## src/rtl/xmem_mp_to_bram.sv

```systemverilog
// Bridges NUM_PORTS narrow xmem ports onto one wide single-port BRAM with round-robin
// arbitration, one access per cycle and a fixed BRAM_READ_LATENCY response pipeline.
`timescale 1ns/1ps
module xmem_mp_to_bram #(
  parameter int NUM_PORTS         = 2,
  parameter int XADDR_WIDTH       = 32,
  parameter int XDATA_WIDTH       = 32,
  parameter int ADDR_WIDTH        = 32,
  parameter int DATA_WIDTH        = 128,
  parameter int BRAM_READ_LATENCY = 2,
  parameter int BRAM_DEPTH        = 1024
) (
  input  logic                               aclk,
  input  logic                               aresetn,
  input  logic [NUM_PORTS-1:0]               xmem_req,
  input  logic [NUM_PORTS*XADDR_WIDTH-1:0]   xmem_addr,
  input  logic [NUM_PORTS-1:0]               xmem_we,
  input  logic [NUM_PORTS*XDATA_WIDTH-1:0]   xmem_wdata,
  input  logic [NUM_PORTS*XDATA_WIDTH/8-1:0] xmem_be,
  output logic [NUM_PORTS-1:0]               xmem_gnt,
  output logic [NUM_PORTS-1:0]               xmem_rsp_valid,
  output logic [NUM_PORTS*XDATA_WIDTH-1:0]   xmem_rsp_rdata,
  output logic [NUM_PORTS-1:0]               xmem_rsp_error,
  output logic [ADDR_WIDTH-1:0]              bram_addra,
  output logic [DATA_WIDTH-1:0]              bram_dina,
  input  logic [DATA_WIDTH-1:0]              bram_douta,
  output logic                               bram_ena,
  output logic [DATA_WIDTH/8-1:0]            bram_wea
);
  localparam int XB    = XDATA_WIDTH / 8;
  localparam int LB    = DATA_WIDTH / 8;
  localparam int LANES = DATA_WIDTH / XDATA_WIDTH;
  localparam int OFF   = $clog2(LB);
  localparam int LOFF  = $clog2(XB);
  localparam int PW    = (NUM_PORTS > 1) ? $clog2(NUM_PORTS) : 1;
  localparam int LW    = (LANES > 1) ? $clog2(LANES) : 1;
  localparam int L     = BRAM_READ_LATENCY;

  logic [PW-1:0]          rr_ptr_q, rr_ptr_d;
  logic [PW-1:0]          sel;
  logic                   found, acc;
  logic [XADDR_WIDTH-1:0] sel_addr, line;
  logic [XDATA_WIDTH-1:0] sel_wdata;
  logic [XB-1:0]          sel_be;
  logic                   sel_we, in_range;
  logic [LW-1:0]          sel_lane;

  logic [L-1:0]  vld_q, vld_d;
  logic [PW-1:0] port_q [L];
  logic [PW-1:0] port_d [L];
  logic [LW-1:0] lane_q [L];
  logic [LW-1:0] lane_d [L];
  logic [L-1:0]  we_q, we_d;
  logic [L-1:0]  err_q, err_d;
  logic [XDATA_WIDTH-1:0] lane_data;

  // Two passes: first requester at/after the pointer, else wrap to the lowest requester.
  always_comb begin
    found = 1'b0;
    sel   = '0;
    for (int i = 0; i < NUM_PORTS; i++) begin
      if (!found && xmem_req[i] && (i >= int'(rr_ptr_q))) begin
        found = 1'b1;
        sel   = PW'(i);
      end
    end
    for (int i = 0; i < NUM_PORTS; i++) begin
      if (!found && xmem_req[i]) begin
        found = 1'b1;
        sel   = PW'(i);
      end
    end
    acc      = found && aresetn;
    xmem_gnt = '0;
    if (acc) xmem_gnt[sel] = 1'b1;
    rr_ptr_d = rr_ptr_q;
    if (acc) rr_ptr_d = (int'(sel) == NUM_PORTS - 1) ? '0 : sel + PW'(1);
  end

  always_comb begin
    sel_addr  = '0;
    sel_wdata = '0;
    sel_be    = '0;
    sel_we    = 1'b0;
    for (int i = 0; i < NUM_PORTS; i++) begin
      if (PW'(i) == sel) begin
        sel_addr  = xmem_addr[i*XADDR_WIDTH +: XADDR_WIDTH];
        sel_wdata = xmem_wdata[i*XDATA_WIDTH +: XDATA_WIDTH];
        sel_be    = xmem_be[i*XB +: XB];
        sel_we    = xmem_we[i];
      end
    end
    line     = sel_addr >> OFF;
    sel_lane = (LANES > 1) ? LW'(sel_addr >> LOFF) : '0;
    in_range = line < XADDR_WIDTH'(BRAM_DEPTH);
  end

  // Issue stage: BRAM access happens in the grant cycle.
  always_comb begin
    bram_ena   = acc && in_range;
    bram_addra = ADDR_WIDTH'(line);
    bram_dina  = {LANES{sel_wdata}};
    bram_wea   = '0;
    if (bram_ena && sel_we) bram_wea = LB'(sel_be) << (int'(sel_lane) * XB);
  end

  always_comb begin
    vld_d[0]  = acc;
    port_d[0] = sel;
    lane_d[0] = sel_lane;
    we_d[0]   = sel_we;
    err_d[0]  = !in_range;
    for (int k = 1; k < L; k++) begin
      vld_d[k]  = vld_q[k-1];
      port_d[k] = port_q[k-1];
      lane_d[k] = lane_q[k-1];
      we_d[k]   = we_q[k-1];
      err_d[k]  = err_q[k-1];
    end
  end

  always_ff @(posedge aclk or negedge aresetn) begin
    if (!aresetn) begin
      rr_ptr_q <= '0;
      vld_q    <= '0;
    end else begin
      rr_ptr_q <= rr_ptr_d;
      vld_q    <= vld_d;
    end
  end

  always_ff @(posedge aclk) begin
    port_q <= port_d;
    lane_q <= lane_d;
    we_q   <= we_d;
    err_q  <= err_d;
  end

  // Response stage: last pipeline entry lines up with BRAM output data.
  always_comb begin
    lane_data = '0;
    for (int j = 0; j < LANES; j++) begin
      if (LW'(j) == lane_q[L-1]) lane_data = bram_douta[j*XDATA_WIDTH +: XDATA_WIDTH];
    end
    xmem_rsp_valid = '0;
    xmem_rsp_error = '0;
    xmem_rsp_rdata = '0;
    for (int i = 0; i < NUM_PORTS; i++) begin
      if (vld_q[L-1] && (port_q[L-1] == PW'(i))) begin
        xmem_rsp_valid[i] = 1'b1;
        xmem_rsp_error[i] = err_q[L-1];
        if (!we_q[L-1] && !err_q[L-1])
          xmem_rsp_rdata[i*XDATA_WIDTH +: XDATA_WIDTH] = lane_data;
      end
    end
  end

endmodule

```

## config.mk

```make
export PLATFORM = sky130hd
export DESIGN_NAME = xmem_mp_to_bram
export DESIGN_NICKNAME = d
export VERILOG_FILES = /design/src/rtl/xmem_mp_to_bram.sv
export SDC_FILE = /design/constraint.sdc
export NUM_CORES = 1
export LEC_CHECK = 0
export ABC_AREA = 1
export BUFFER_PORTS_ARGS = -buffer_cell sky130_fd_sc_hd__buf_2
export CAP_MARGIN = 30
export CORE_AREA = 8 8 196 198
export CTS_CLUSTER_DIAMETER = 30
export DETAILED_ROUTE_END_ITERATION = 16
export DIE_AREA = 0 0 204 206
export GPL_TIMING_DRIVEN = 0
export REMOVE_ABC_BUFFERS = 1
export SYNTH_ARGS = -nofsm -noshare
export SYNTH_HDL_FRONTEND = slang
export SYNTH_SLANG_ARGS = --single-unit
```

## constraint.sdc

```tcl
create_clock -name aclk -period 2.15 [get_ports aclk]
set_input_delay 0.215 -clock aclk [delete_from_list [all_inputs] [get_ports aclk]]
set_output_delay 0.215 -clock aclk [all_outputs]
set_load 0.01 [all_outputs]
```

* After elaboration in Yosys (flattened, before gate mapping) *
Index checks and enable logic that the tools add are counted.

cells by class
  add/subtract/negate cells = 1
  order comparisons = 4
  eq/ne operators = 3
  shift-type cells = 1
  multiplexer cells = 27
  bitwise logic cells = 1
  reduce and logical (&&, ||, !) cells = 18

operator list
  operator                                               number
  two-way mux 32 bit                                     9
  < comparator 28 x 11 -> 1 bit (second input constant)  1
  two-way mux 16 bit                                     1
  << shifter 4 x 4 -> 16 bit                             1
  two-way mux 1 bit                                      14
  logical AND 1 bit                                      11
  zero test 1 bit                                        6
  equality test 2 bit (first input constant)             2
  two-way mux 4 bit                                      1
  equality test 1 x 2 -> 1 bit (first input constant)    1
  zero test 2 bit                                        1
  < comparator 1 x 2 -> 1 bit (second input constant)    1
  two-way mux 2 bit                                      1
  adder 1 bit (second input constant)                    1
  demux 1 bit (select 1 bit)                             1
  >= comparator 1 bit (first input constant)             1
  >= comparator 1 bit (second input constant)            1
  inverter 1 bit                                         1

storage, ports and cells
  register bits after elaboration = 13
  word-level logic and storage cells = 63

* Longest topological paths before layout *
Gate-level depths: netlist of the first run.

  word-level depth = 17
  gate-level depth with buffers = 13
  mapped depth without buffers = 11

* Least setup slack after synthesis of the first run *
OpenSTA, ideal clock, no wires.

  path kind = reg2out
  start point = reg rr_ptr_q
  end point = out bram_dina[100]
  arrival time = 1.625 ns
  setup slack = 0.310 ns
  stages on the path, launching flop included = 10
  buffers on the path = 4
  path through = dfrtp_1 inv_2 nand2_2 nand2_4 buf_6 clkbuf_1 clkbuf_1 nand2_1 nand2_1 buf_4

on the way
  word-level cells in the longest chain between the ends = 13
  elaborated cells between the ends (all ways) = 15

RTL lines
  item                     RTL line  source
  start, declared          39        logic [PW-1:0] rr_ptr_q, rr_ptr_d;
  start signal, assigned   127       rr_ptr_q <= rr_ptr_d;
  >= comparator 1 bit (*)  62        if (!found && xmem_req[i] && (i >= int'(rr_ptr_q))) begin
  logical AND 1 bit (*)    62
  two-way mux 1 bit (*)    62
  zero test 1 bit          62
  logical AND 1 bit        62
  two-way mux 1 bit        62
  zero test 1 bit          68        if (!found && xmem_req[i]) begin
  logical AND 1 bit        68
  two-way mux 1 bit        68
  zero test 1 bit          68
  logical AND 1 bit        68
  two-way mux 1 bit (*)    68
  two-way mux 32 bit (*)   86        if (PW'(i) == sel) begin
  end, declared            25        output logic [DATA_WIDTH-1:0] bram_dina,

Every way passes the cells marked *; elsewhere a longest branch is shown, timed or not.

* Worst setup path in the final report of the first run *
  start point = reg rr_ptr_q
  end point = out bram_wea[3]

on the way
  word-level cells in the longest chain between the ends = 17
  elaborated cells between the ends (all ways) = 24

RTL lines
  item                           RTL line  source
  >= comparator 1 bit (*)        62
  logical AND 1 bit (*)          62
  two-way mux 1 bit (*)          62
  zero test 1 bit                62
  logical AND 1 bit              62
  two-way mux 1 bit              62
  zero test 1 bit                68
  logical AND 1 bit              68
  two-way mux 1 bit              68
  zero test 1 bit                68
  logical AND 1 bit              68
  two-way mux 1 bit              68
  two-way mux 32 bit             86
  < comparator 28 x 11 -> 1 bit  95        in_range = line < XADDR_WIDTH'(BRAM_DEPTH);
  logical AND 1 bit              100       bram_ena = acc && in_range;
  logical AND 1 bit              104       if (bram_ena && sel_we) bram_wea = LB'(sel_be) << (int'(sel_lane) * XB);
  two-way mux 16 bit (*)         104
  end, declared                  28        output logic [DATA_WIDTH/8-1:0] bram_wea

Marked as above.

==> results of run 1 <==
[where the power goes]
group	internal, W	total, W	leakage (nW)	switching [W]
sequential	0.000264	0.000295	0.121	0.0000309
clock	0.000247	0.000349	0.0409	0.000102
combinational	0.000763	0.00192	3.67	0.00116
total	0.00127	0.00257	3.84	0.00129
[final cells by class]
| type | instances | area [µm²] |
|---|---|---|
| Timing Repair inverter | 3 | 25.02 |
| Clock inverter | 1 | 5.005 |
| Fill cell | 4039 | 28260 |
| Inverter | 14 | 110.1 |
| Multi-Input combinational cell | 482 | 2615 |
| Timing Repair Buffer | 568 | 3274 |
| Clock buffer | 3 | 75.07 |
| Tap cell | 461 | 576.8 |
| Sequential cell | 13 | 282.8 |
[worst paths after layout]
path / startpoint / endpoint / slack, ps
worst max-delay path: rr_ptr_q$_DFFE_PN0P_ / bram_wea[3] / -260
worst min-delay path: xmem_we[1] / we_q[0]$_DFF_P_ / 300
worst max register to register: rr_ptr_q$_DFFE_PN0P_ / err_q[0]$_DFF_P_ / 480
worst min register to register: lane_d[1]$_DFF_P_ / lane_q[1]$_DFF_P_ / 320
max in group asynchronous: aresetn / vld_q[1]$_DFF_PN0_ / 1710
min in group asynchronous: aresetn / rr_ptr_q$_DFFE_PN0P_ / 320
[metal layers]
layer  wire length [µm]  up-vias  global-route usage, %
met4               1304        0                  5.040
met1              11050     2951                  13.74
met3               3367       88                  3.997
met5                  0        -                      0
met2              17770      518                  27.76
li1                   -     2865                      -
[synthesized netlist by cell type (all sizes together), types with 2 or more instances]
cell type,instances,share of area [%]
nor2,115,14
nand3,66,9.7
or2,2,0.37
dfrtp,3,2.2
buf,111,24
nand2,209,23
clkbuf,30,3.3
o22ai,12,2.2
inv,13,1.4
o21ai,35,5.4
dfxtp,10,5.9
o211ai,32,7.1
[metrics by stage]
stage / area (µm²) / setup WS, ps / cells / total power (W) / util, %
6_report: 6964 / -261.8 / 1545 / 0.002567 / 19.77
3_5_place_dp: 5707 / -1491 / 1478 / 0.001799 / 16.20
3_3_place_gp: 5595 / -2684 / 1474 / 0.001762 / 15.89
2_1_floorplan: 2476 / -461.4 / 505 / 0.0009006 / -
4_1_cts: 6531 / -183.6 / 1533 / 0.002463 / 18.54
5_1_grt: 6964 / -368.4 / 1545 / 0.002733 / 19.77
[worst max-delay path, cell delays in order (launching register included)]
cell and delay (ps):
dfrtp_1 330, inv_2 60, nand2_8 90, nand2_8 120, buf_16 190, nand2_1 50
nand2_1 100, nor2_4 100, nand2_2 70, nor2_4 200, nand4_4 180, clkbuf_16 220
nor2_2 80, buf_2 140
[sequential cells by signal, indices dropped and copies added, names as in the netlist]
| signal | flops |
|---|---|
| port_d | 1 |
| port_q | 1 |
| lane_q | 2 |
| err_q | 2 |
| we_q | 2 |
| rr_ptr_q | 1 |
| lane_d | 2 |
| vld_q | 2 |
[cells by family after synthesis]
kind of cell	count (synthesis)	synth area share, %
compound gates	81	15.07
buf+inv	155	29.14
flops	13	8.085
other cells	1	0.1101
simple gates	393	47.59
[repair_timing]
action                                  CTS  global route
setup buffers                            43            11
endpoints found under the setup margin  237           140
cloned                                    7             2
hold buffers                              1             0
resized for setup                        70            87
endpoints found under the hold margin     3             0
pin swaps                                15            36
==> results.yml, run 1 <==
run_status:
  outcome: "finished, violations left"
  violations: "negative setup slack"
finish:
  final_nets: 1355
  drive_gt1_share_pct: 61.81
  final_common_cell: "buf_2"
  mostFrequentLayoutCells: "buf_2, nand2_1, nor2_1"
  diodes: 0
  area_growth_pct: 104.6
global_routing:
  grt_use_total_pct: 14.08
  grt_max_degree: 46
  grt_overflow: 0
  grt_pass1_vias: 6697
  antenna_found_initial: 2
  grt_pass1_wl_um: 43440
timing:
  tightest_slew_ps: 650.6
  setup_viol_count_final: 109
  slew_violations: 0
  rsz0062_at_grt: "yes"
  holdWs_ps: 296.0
  finalCritPeriodShare_pct: 112.2
  tns_ps: -9831
  final-hold-violation-count: 0
  min_period_ps: 2412
  clock_skew_ps: 1.031
  slew_headroom_pct: 56.52
  setup_ws_ps: -261.8
  fmax_ghz: 0.4146
drt:
  wl_per_cell_um: 21.68
  ant_nets: 0
  routed_wl_um: 33500
  route.detailed.drc: 0
  vias: 6422
  drt_iter0_drc: 461
  vias_per_cell: 4.157
  dr.pass1.iters: 5
yosys:
  yosys_register_bits: 13
  netlist_area_um2: 3405
  synth_flop_cell: "dfxtp_1"
  seq_area_frac_synth_pct: 8.085
  synth_edf_count: 0
  synth_area_per_cell_um2: 5.295
  yosys_warnings: 0
  ys_async_sr_fraction_pct: 23.08
  synth_cell_types: 25
  synthCells: 643
die:
  num_io_pins: 517
  start_util_pct: 9.665
  rows: 69
  core_area_um2: 35220
  die_h_um: 206
  die_w_um: 204
  die-area_um2: 42020
critical_path:
  crit_type: "reg2out"
  reg2reg_depth: 13
  worstPathRequired_ps: 1930
  start_kind: "flop"
  crit_fanout: 8
  arrival_ps: 2200
  endpoint_kind: "output port"
placed_design:
  gp_congestion: 0.8864
  hpwl_um: 25510
  io_buffer_count: 508
cts:
  cts_buffers: 3
  clockBufferDepth: 2
  cts-root-buf: "clkbuf_16"
  h-tree-depth: 1
  cts_tree: "yes"
  clkTransAtPathRegs_ps: 50
  clk_latency_ps: 240
  clock_sinks: 13
run:
  cap_violations: 0
hold_path:
  min_path_cells: 3
  hp-class: "in2reg"
power_and_ir_drop:
  power_density_nw_per_um2: 368.6
  peakVddDrop_mv: 0.2361
  p_leak_nw: 3.836
(Power assumes the default switching activity.)
==> inputs of run 2 (changes only) <==
Clock period 2.15 ns to 2.4 ns, I/O delays scaled along.
==> run 2 against run 1 <==
The flow still finishes with violations (negative setup slack). Largest cell class unchanged. Die area is the same. Flip-flop and latch count did not move. Wire length shrank 0.80%. Clock power decreased by 10%. Sequential share of layout area is 0.18 points higher. Largest power group unchanged. Final area down 4.3%. Core utilization fell by 0.85 points. Sequential power fell by 10%. Global-route usage down 0.76 points. Via count is 0.97% lower.
==> results.yml, run 2 (synthesis gave the netlist of run 1 again) <==
run_status:
  outcome: "finished, violations left"
  violations: "negative setup slack"
finish:
  fin_cells: 1532
  area_growth_pct: 95.81
  final_common_cell: "buf_2"
  final_nets: 1342
  drive_gt1_share_pct: 59.10
  mostFrequentLayoutCells: "buf_2, nand2_1, nor2_1"
  diodes: 0
  final_core_util_pct: 18.93
global_routing:
  grt_pass1_vias: 6461
  grt_use_total_pct: 13.32
  grt_overflow: 0
  antenna_found_initial: 2
  grt_pass1_wl_um: 41410
  grt_max_degree: 57
timing:
  finalCritPeriodShare_pct: 102.0
  clock_skew_ps: 1.917
  tightest_slew_ps: 646.9
  setup_ws_ps: -48.29
  final-hold-violation-count: 0
  slew_violations: 0
  rsz0062_at_grt: "yes"
  setup_viol_count_final: 16
  tns_ps: -433.3
  holdWs_ps: 316.9
  slew_headroom_pct: 56.77
  fmax_ghz: 0.4084
  min_period_ps: 2448
critical_path:
  endpoint_kind: "output port"
  cp_common_cell: "nand2_2"
  crit_fanout: 8
  rr_endpoint: "lane_d[0]$_DFF_P_"
  slowest_delay_ps: 330
  critPathCapture: "bram_wea[8]"
  crit_cells: 13
  path_cells: "inv_2, nand2_8, nand2_8, buf_8, nand2_2, nand2_2, nor2_4, nand2_2, nor2_4, nand4_4, clkbuf_16, nor2_2, buf_2"
  critical_path.top_delay_family: "simple AND/OR/NAND/NOR gates"
  arrival_ps: 2210
  worstPathRequired_ps: 2160
  crit_slowest_cell: "dfrtp_1"
  worstSetupStartpoint: "rr_ptr_q$_DFFE_PN0P_"
  regToRegSetupSlack_ps: 680
  start_kind: "flop"
  reg2reg_depth: 8
  cp_num_buf_inv: 4
  rr_startpoint: "rr_ptr_q$_DFFE_PN0P_"
  crit_type: "reg2out"
die:
  die_w_um: 204
  die-area_um2: 42020
  rows: 69
  die_h_um: 206
  start_util_pct: 9.665
  num_io_pins: 517
  core_area_um2: 35220
power_and_ir_drop:
  power_density_nw_per_um2: 332.3
  p_leak_nw: 3.720
  peakVddDrop_mv: 0.2073
placed_design:
  io_buffer_count: 508
  post-place-ws_ps: -1266
  gp_congestion: 0.8864
  placed_cells: 1478
  hpwl_um: 25510
drt:
  vias: 6360
  wl_per_cell_um: 21.69
  route.detailed.drc: 0
  vias_per_cell: 4.151
  ant_nets: 0
  drt_iter0_drc: 566
  routed_wl_um: 33230
  dr.pass1.iters: 5
cts:
  h-tree-depth: 1
  clkTransAtPathRegs_ps: 50
  clock_sinks: 13
  clk_latency_ps: 240
  cts_tree: "yes"
  cts_buffers: 3
  clockBufferDepth: 2
  cts-root-buf: "clkbuf_16"
hold_path:
  hp-class: "in2reg"
run:
  cap_violations: 0
-- run 2: how the worst min path moves through the flow --
stage                      start                    to  slack (ps)  depth (start not counted)
3_5_place_dp             aresetn  rr_ptr_q$_DFFE_PN0P_          50                          1
4_1_cts               xmem_we[1]       we_q[0]$_DFF_P_         320                          3
3_3_place_gp             aresetn    vld_q[1]$_DFF_PN0_          50                          1
5_1_grt        port_d[0]$_DFF_P_     port_q[0]$_DFF_P_         330                          0
2_1_floorplan            aresetn  rr_ptr_q$_DFFE_PN0P_         -60                          0
6_report              xmem_we[1]       we_q[0]$_DFF_P_         320                          3
-- run 2: repair_timing --
item                                    4_1_cts  5_1_grt
resized for setup                            35       66
pin swaps                                     7       18
buffers inserted                             16       23
cloned                                        4        6
endpoints found under the setup margin      230       38
endpoints found under the hold margin         3        0
hold buffers                                  1        0
-- run 2: per-stage QoR --
stage | area, µm² | total power [W]
CTS | 6126 | 0.002060
global route | 6666 | 0.002353
detailed placement | 5707 | 0.001612
floorplan | 2476 | 0.0008068
global placement | 5595 | 0.001578
finish | 6666 | 0.002215
-- run 2: area by class of cell --
class                           instances  area [µm²]
Fill cell                            4075       28560
Timing Repair Buffer                  554        3119
Multi-Input combinational cell        483        2471
Tap cell                              461       576.8
Sequential cell                        13       282.8
Inverter                               14       106.4
Clock buffer                            3       75.07
Timing Repair inverter                  3       30.03
Clock inverter                          1       5.005
-- run 2: per-layer routing --
layer | wire, µm | part of all wire, % | up-vias | GRT usage, %
met5 | 0 | 0 | - | 0
met4 | 923 | 2.8 | 0 | 3.960
met3 | 3009 | 9.1 | 63 | 3.511
met2 | 17910 | 54 | 512 | 26.14
met1 | 11380 | 34 | 2941 | 13.55
li1 | - | - | 2844 | -
-- run 2: power breakdown --
part,internal [W],switching [W],leakage [nW]
Sequential,0.000236,0.0000284,0.121
Combinational,0.000629,0.00101,3.56
Clock,0.000221,0.0000912,0.0409
-- run 2: worst reg2reg max path, stage by stage, from the launching register on --
cell,delay [ps]
dfrtp_1,370
inv_2,100
nand2_8,90
nand2_8,170
clkinv_16,80
buf_4,190
or2_4,280
o21ai_4,150
inv_4,140
==> inputs of run 3 (changes only) <==
Settings changed: REMOVE_ABC_BUFFERS 1 to unset.
==> run 3 against run 2 <==
The flow now finishes without violations. Sequential share of layout area decreased by 0.33 points. First-iteration DRC count decreased by 30%. Fmax increased by 2.7%. Via count increased by 0.80%. Critical path depth decreased by 1. Combinational power about the same.
==> results.yml, run 3 (synthesis gave the netlist of run 1 again) <==
global_routing:
  grt_pass1_wl_um: 38390
  grt_pass1_vias: 6615
  grt_use_total_pct: 11.83
  antenna_found_initial: 3
  grt_overflow: 0
  grt_max_degree: 20
cts:
  clock_sinks: 13
  cts_buffers: 3
  clockBufferDepth: 2
  cts-root-buf: "clkbuf_16"
  clkTransAtPathRegs_ps: 40
  cts_tree: "yes"
  h-tree-depth: 1
  clk_latency_ps: 240
placed_design:
  gp_congestion: 0.9293
  hpwl_um: 24950
  io_buffer_count: 508
  placed_cells: 1615
  dpl_cell_area_um2: 6535
  post-place-ws_ps: -557.1
die:
  start_util_pct: 9.665
  core_area_um2: 35220
  die_w_um: 204
  num_io_pins: 517
  die-area_um2: 42020
  rows: 69
  die_h_um: 206
drt:
  wl_per_cell_um: 17.46
  vias_per_cell: 3.924
  ant_nets: 0
  route.detailed.drc: 0
  routed_wl_um: 28520
  vias: 6411
  drt_iter0_drc: 395
  dr.pass1.iters: 6
timing:
  final-hold-violation-count: 0
  min_period_ps: 2385
  clock_skew_ps: 0.3201
  rsz0062_at_grt: "yes"
  setup_viol_count_final: 0
  finalCritPeriodShare_pct: 99.38
  tightest_slew_ps: 642.0
  slew_violations: 0
  slew_headroom_pct: 57.20
  fmax_ghz: 0.4193
  setup_ws_ps: 14.95
finish:
  final_common_cell: "buf_2"
  final_core_util_pct: 20.18
  stdcell_area_um2: 7109
  fin_cells: 1634
  area_growth_pct: 108.8
  final_nets: 1443
  regArea_um2: 277.8
  nFillCells: 4054
  mostFrequentLayoutCells: "buf_2, nand2_1, buf_4"
  drive_gt1_share_pct: 60.58
  multi_input_area_um2: 2359
critical_path:
  crit_type: "reg2out"
  endpoint_kind: "output port"
  start_kind: "flop"
  worstPathRequired_ps: 2160
  reg2reg_depth: 9
  crit_fanout: 9
  arrival_ps: 2150
run:
  cap_violations: 0
power_and_ir_drop:
  peakVddDrop_mv: 0.1431
  power_w: 0.002214
  p_leak_nw: 4.092
  power_density_nw_per_um2: 311.5
hold_path:
  min_path_cells: 0
  hp-class: "reg2reg"
run_status:
  outcome: "finished clean"
-- run 3: repair_timing --
action,4_1_cts,5_1_grt
setup buffers,9,4
pin swaps,6,13
endpoints found under the setup margin,195,133
cloned,1,0
gates resized for setup,63,61
endpoints found under the hold margin,3,0
hold buffers,1,0
-- run 3: layout make-up --
class / instances / share of cell area (%)
well taps: 461 / 8.113
repair buffers: 523 / 38.74
flip-flops and latches: 13 / 3.907
inverters: 14 / 0.8800
diodes: 1 / 0.03520
multi-input cells: 478 / 33.17
clock buffers: 4 / 1.109
plain buffers: 140 / 14.04
-- run 3: worst max-delay path, cell delays in order (launching register included) --
cell and delay, ps:
dfrtp_1 360, inv_2 70, nand2_4 70, nand2_8 90
inv_4 40, buf_8 140, buf_4 150, or2_1 220
o21ai_2 180, inv_2 200, nand3_1 170, nor2_4 50
buf_4 140
-- run 3: power breakdown --
| group | internal (W) | total (W) | switching, W | leakage (nW) |
|---|---|---|---|---|
| clock | 0.000223 | 0.000304 | 0.0000812 | 0.0382 |
| sequential | 0.000237 | 0.000250 | 0.0000131 | 0.120 |
| combinational | 0.000738 | 0.00166 | 0.000922 | 3.93 |
| total | 0.00120 | 0.00221 | 0.00102 | 4.09 |
-- run 3: path summary, 6_finish.rpt --
path	startpoint	end	slack, ps
min in group asynchronous	aresetn	rr_ptr_q$_DFFE_PN0P_	350
max in group asynchronous	aresetn	vld_q[1]$_DFF_PN0_	1930
worst max register to register	rr_ptr_q$_DFFE_PN0P_	lane_d[1]$_DFF_P_	700
worst min register to register	err_q[0]$_DFF_P_	err_q[1]$_DFF_P_	320
worst max-delay path	rr_ptr_q$_DFFE_PN0P_	bram_wea[13]	10
worst min-delay path	err_q[0]$_DFF_P_	err_q[1]$_DFF_P_	320
-- run 3: metrics by stage --
step                      TNS, ps  hold WS, ps
final                           0        323.1
after global placement     -14340        41.64
after global routing        -1308        328.1
after detailed placement   -16250        44.87
after CTS                  -159.3        322.8
after floorplan                 0       -55.59
-- run 3: per-layer routing --
metal / track usage, % / up-vias / part of all wire [%]
met5: 0 / - / 0
met3: 2.508 / 65 / 9.4
li1: - / 3036 / -
met2: 22.64 / 482 / 51
met4: 4.551 / 0 / 3.6
met1: 12.48 / 2828 / 36
